**src/rtl/cnt_seq_pkg.sv**
```systemverilog
// Shared types and default sizing for the counter sequencer.
package cnt_seq_pkg;

  localparam int unsigned NUM_SEG_DEF = 4;
  localparam int unsigned LOOP_W_DEF  = 8;

  typedef enum logic [2:0] {
    ST_IDLE,
    ST_LOAD,
    ST_RUN,
    ST_DONE,
    ST_ABORT
  } seq_state_e;

endpackage

```
**src/rtl/cnt_seq_ctrl.sv**
```systemverilog
// Counter sequencer: steps the hardware counter through a snapshot of
// threshold slots, repeated for a programmed number of passes.
module cnt_seq_ctrl
  import cnt_seq_pkg::*;
#(
  parameter int unsigned NumSeg = NUM_SEG_DEF,
  parameter int unsigned LoopW  = LOOP_W_DEF,
  localparam int unsigned SegW  = $clog2(NumSeg)
) (
  input  logic                   clk_i,
  input  logic                   rst_ni,
  input  logic                   start_i,
  input  logic                   abort_i,
  input  logic [NumSeg*32-1:0]   seq_thr_i,
  input  logic [SegW-1:0]        seq_last_i,
  input  logic [LoopW-1:0]       seq_loops_i,
  input  logic                   cnt_tc_i,
  output logic                   cnt_en_o,
  output logic                   cnt_clr_o,
  output logic [31:0]            cnt_thr_o,
  output logic                   busy_o,
  output logic [SegW-1:0]        seg_o,
  output logic [LoopW-1:0]       pass_o,
  output logic                   seg_done_o,
  output logic                   done_o
);

  seq_state_e       state_q;
  logic [31:0]      snap_q [NumSeg];
  logic [SegW-1:0]  last_q;
  logic [LoopW-1:0] loops_q;
  logic [SegW-1:0]  seg_q;
  logic [SegW-1:0]  seg_d;
  logic [LoopW-1:0] pass_q;
  logic [LoopW-1:0] pass_d;
  logic [31:0]      thr_q;
  logic             en_q;
  logic             clr_q;
  logic             busy_q;
  logic             seg_done_q;
  logic             done_q;
  logic             last_seg_d;
  logic             pass_end_d;

  // Candidate next segment/pass values and end-of-pass/end-of-sequence tests.
  always_comb begin
    seg_d      = seg_q + SegW'(1);
    pass_d     = (pass_q == '1) ? pass_q : pass_q + LoopW'(1);
    last_seg_d = (seg_q == last_q);
    pass_end_d = (loops_q != '0) && (pass_d == loops_q);
  end

  // Sequencer FSM; every output is registered alongside the state transition.
  always_ff @(posedge clk_i or negedge rst_ni) begin
    if (!rst_ni) begin
      state_q    <= ST_IDLE;
      for (int unsigned i = 0; i < NumSeg; i++) snap_q[i] <= '0;
      last_q     <= '0;
      loops_q    <= '0;
      seg_q      <= '0;
      pass_q     <= '0;
      thr_q      <= '0;
      en_q       <= 1'b0;
      clr_q      <= 1'b0;
      busy_q     <= 1'b0;
      seg_done_q <= 1'b0;
      done_q     <= 1'b0;
    end else begin
      seg_done_q <= 1'b0;
      done_q     <= 1'b0;
      if (abort_i && (state_q inside {ST_LOAD, ST_RUN, ST_DONE})) begin
        // Abort discards any terminal count seen in the same cycle.
        state_q <= ST_ABORT;
        en_q    <= 1'b0;
        clr_q   <= 1'b1;
        busy_q  <= 1'b1;
      end else begin
        case (state_q)
          ST_IDLE: begin
            en_q  <= 1'b0;
            clr_q <= 1'b0;
            if (start_i) begin
              for (int unsigned i = 0; i < NumSeg; i++) snap_q[i] <= seq_thr_i[i*32 +: 32];
              thr_q   <= seq_thr_i[31:0];
              last_q  <= seq_last_i;
              loops_q <= seq_loops_i;
              seg_q   <= '0;
              pass_q  <= '0;
              state_q <= ST_LOAD;
              clr_q   <= 1'b1;
              busy_q  <= 1'b1;
            end
          end
          ST_LOAD: begin
            state_q <= ST_RUN;
            clr_q   <= 1'b0;
            en_q    <= 1'b1;
          end
          ST_RUN: begin
            if (cnt_tc_i) begin
              seg_done_q <= 1'b1;
              en_q       <= 1'b0;
              if (!last_seg_d) begin
                seg_q   <= seg_d;
                thr_q   <= snap_q[seg_d];
                state_q <= ST_LOAD;
                clr_q   <= 1'b1;
              end else begin
                pass_q <= pass_d;
                if (pass_end_d) begin
                  state_q <= ST_DONE;
                  done_q  <= 1'b1;
                end else begin
                  seg_q   <= '0;
                  thr_q   <= snap_q[0];
                  state_q <= ST_LOAD;
                  clr_q   <= 1'b1;
                end
              end
            end
          end
          ST_DONE: begin
            state_q <= ST_IDLE;
            busy_q  <= 1'b0;
          end
          ST_ABORT: begin
            state_q <= ST_IDLE;
            clr_q   <= 1'b0;
            busy_q  <= 1'b0;
          end
          default: begin
            state_q <= ST_IDLE;
            en_q    <= 1'b0;
            clr_q   <= 1'b0;
            busy_q  <= 1'b0;
          end
        endcase
      end
    end
  end

  assign cnt_en_o   = en_q;
  assign cnt_clr_o  = clr_q;
  assign cnt_thr_o  = thr_q;
  assign busy_o     = busy_q;
  assign seg_o      = seg_q;
  assign pass_o     = pass_q;
  assign seg_done_o = seg_done_q;
  assign done_o     = done_q;

endmodule

```
**config.mk**
```make
export PLATFORM = sky130hd
export DESIGN_NAME = cnt_seq_ctrl
export DESIGN_NICKNAME = d
export VERILOG_FILES = /design/src/rtl/cnt_seq_pkg.sv /design/src/rtl/cnt_seq_ctrl.sv
export SDC_FILE = /design/constraint.sdc
export NUM_CORES = 1
export LEC_CHECK = 0
export CORE_MARGIN = 1.5
export CORE_UTILIZATION = 55
export CTS_CLUSTER_DIAMETER = 100
export DETAILED_ROUTE_END_ITERATION = 8
export GPL_ROUTABILITY_DRIVEN = 0
export PLACE_DENSITY = 0.87
export SLEW_MARGIN = 5
export SYNTH_ARGS = -nofsm -noshare
export SYNTH_HDL_FRONTEND = slang
export SYNTH_SLANG_ARGS = --single-unit
export TNS_END_PERCENT = 50
```
**constraint.sdc**
```tcl
create_clock -name clk_i -period 4.1 [get_ports clk_i]
set_input_delay 0.82 -clock clk_i [delete_from_list [all_inputs] [get_ports clk_i]]
set_output_delay 0.82 -clock clk_i [all_outputs]
set_load 0.05 [all_outputs]
```
==> results by group <==
Outcome
  • Status: complete, no violations

Synth
  • Commonest cells post-synth: dfrtp_1, mux2_2, nor2_1, nand2_1, o21ai_0
  • Cells after synthesis: 741
  • Top-count cell post-synth: dfrtp_1
  • Post-synth top area share: 52.32%
  • Yosys cell types: 58
  • Ys async rst share: 100.0%
  • Avg Inst Size Synth: 12.13 µm²
  • Area contributors post-synth: dfrtp_1, mux2_2, mux2_4
  • Synthesized flop and latch total: 188
  • Most common flop cell mapped by yosys: dfrtp_1
  • Sequential cell area fraction in the yosys report: 52.32%
  • Syn Nets: 885
  • Mapped cell area: 8991 µm²
  • Ys Warns: 0
  • Post-synth top area cell: dfrtp_1
  • Post-synth EDFFs: 0

Layout
  • Layout cells sized above 1: 25.05%
  • Area grow syn2layout: 29.02%
  • # nets final: 1050
  • Non-Filler Cell Area, Final: 11600 µm²

STA
  • Setup TNS: 0 ns
  • Worst-margin pin slew: 0.9582 ns
  • RSZ-0062 raised after global routing: false
  • Max-slew violations: 0
  • Setup violators final: 0
  • Period utilization: 74.62%
  • Tmin final: 3.059 ns
  • Fin. Hold Viols: 0
  • FMAX: 326.9 MHz
  • Worst slew margin: 35.77%
  • Clk_skew: 0.006008 ns

Detailed routing
  • Final wirelength: 22250 µm
  • Number of vias per cell: 5.770
  • Drt first pass iters: 5
  • DRT iter0 DRCs: 513
  • Post-route ant nets: 0
  • Routed length per instance: 19.60 µm
  • Vias: 6549
  • DRC viols: 0

Clock tree
  • Post-CTS sizing: 0
  • Num CTS Buffers: 17
  • CTS tree: done
  • Maximum buffer depth of the clock tree: 2
  • Num Clock Sinks: 188
  • Clock transition at the registers of the reported paths: 0.07 ns
  • CTS root buffer: clkbuf_16
  • Later-pin clock latency in the skew report: 0.43 ns
  • Hold buffer count at CTS: 0
  • Post-CTS Repair Setup Buffers: 0
  • Htree depth: 4

Pwr
  • Total power: 8.229 mW
  • VDD IR max: 351.9 µV
  • P_leak: 4.588 nW
  • Cell Pwr Density: 709.4 nW/µm²

Floorplanning
  • Die ar.: 17120 µm²
  • Die width: 130.9 µm
  • Initial core utilization: 56.40%
  • Boundary pin count: 190
  • Die height: 130.9 µm
  • Site Rows: 46
  • CORE AREA: 15940 µm²

Global route
  • Gr ovfl total: 0
  • First-pass GRT wire length: 35110 µm
  • Total track usage: 27.17%
  • Initial antenna violation count: 1
  • Largest net degree at the start of global routing: 116
  • Vias in the first global route: 6646

Run
  • Max-Cap Viols: 0

Critical path
  • Crit path capture type: flip-flop
  • CP Class: reg2reg
  • CP max FO: 34
  • CP arrival: 3.38 ns
  • Startpoint types: flip-flop
  • WP data required: 4.42 ns

Placement
  • Port Buffers: 189
  • Post-detail-place hpwl: 14740 µm
  • Placed cell area: 11010 µm²

Min path
  • Worst hold path type: in2async
-- flip-flops by register name, indices dropped and copies added (netlist names) --
name / flops
seg_o: 2
state_q: 3
snap_q: 128
last_q: 2
loops_q: 8
busy_o: 1
cnt_thr_o: 32
seg_done_o: 1
done_o: 1
cnt_clr_o: 1
pass_o: 8
cnt_en_o: 1
-- worst paths after layout --
| path | start | endpoint | slack, ns | depth (start not counted) |
|---|---|---|---|---|
| setup / recovery | pass_o[1]$_DFFE_PN0P_ | cnt_thr_o[1]$_DFFE_PN0P_ | 1.04 | 8 |
| hold / removal | rst_ni | snap_q[30]$_DFFE_PN0P_ | 0.42 | 1 |
| setup reg to reg | pass_o[1]$_DFFE_PN0P_ | cnt_thr_o[1]$_DFFE_PN0P_ | 1.04 | 8 |
| hold reg to reg | snap_q[25]$_DFFE_PN0P_ | snap_q[25]$_DFFE_PN0P_ | 0.51 | 1 |
| max in group asynchronous | rst_ni | snap_q[1]$_DFFE_PN0P_ | 2.77 | 2 |
| min in group clk_i | snap_q[25]$_DFFE_PN0P_ | snap_q[25]$_DFFE_PN0P_ | 0.51 | 1 |
-- logic make-up after synthesis --
group,synth area share [%]
mux,26.23
flops,52.32
simple gates,8.600
compound gates,8.559
buf+inv,3.479
xor+xnor,0.6680
fa+ha+maj,0.1391
-- placed cells by master (no fill, tap or decap), types with 5 or more instances in the layout --
| cell | synthesis | layout |
|---|---|---|
| buf_4 | 1 | 10 |
| inv_1 | 5 | 5 |
| nand2_1 | 54 | 53 |
| nor2_1 | 77 | 77 |
| mux2i_1 | 35 | 35 |
| a221oi_1 | 32 | 32 |
| clkbuf_16 | 0 | 17 |
| a21oi_1 | 11 | 11 |
| mux2_4 | 28 | 28 |
| o21ai_0 | 39 | 39 |
| mux2_2 | 141 | 141 |
| clkinvlp_4 | 0 | 5 |
| nand3_1 | 7 | 7 |
| dfrtp_1 | 188 | 187 |
| clkdlybuf4s50_1 | 0 | 188 |
-- stage by stage --
step	instances	hold WS [ns]	util (%)	setup slack (ns)
2_1_floorplan	741	0.4800	-	1.310
3_3_place_gp	1103	0.4875	69.04	1.130
3_5_place_dp	1103	0.4947	69.04	1.082
4_1_cts	1134	0.4481	72.74	1.076
5_1_grt	1135	0.4769	72.76	0.8900
6_report	1135	0.4247	72.76	1.041
-- metal layers --
layer	GRT usage, %	part of all wire (%)	wire length (µm)
met5	0	0	0
met4	10.54	2.9	651
met3	7.085	5.7	1279
met2	44.15	50	11080
met1	35.13	42	9241
-- final cells by class --
class,count,area [µm²]
clock buffer,19,442.9
inverter,5,18.77
multi-input combinational,493,4001
clock inverter,12,147.6
antenna,1,2.502
sequential,188,4706
fill,1071,4343
timing repair buffer,201,2011
tap,216,270.3
-- critical path, stage by stage (launching register included) --
cell	delay (ns)
dfrtp_1	0.52
ha_1	0.35
and4_1	0.39
nand2_1	0.19
o311a_1	0.18
o221ai_2	0.18
o31a_2	0.16
buf_4	0.53
mux2_2	0.41
-- power by group --
part | internal, mW | total, mW | switching [mW]
registers | 2.72 | 3.28 | 0.559
logic | 1.55 | 3.28 | 1.73
clock network | 0.966 | 1.66 | 0.697
total | 5.24 | 8.23 | 2.99
Power figures use the tool's default switching activity.
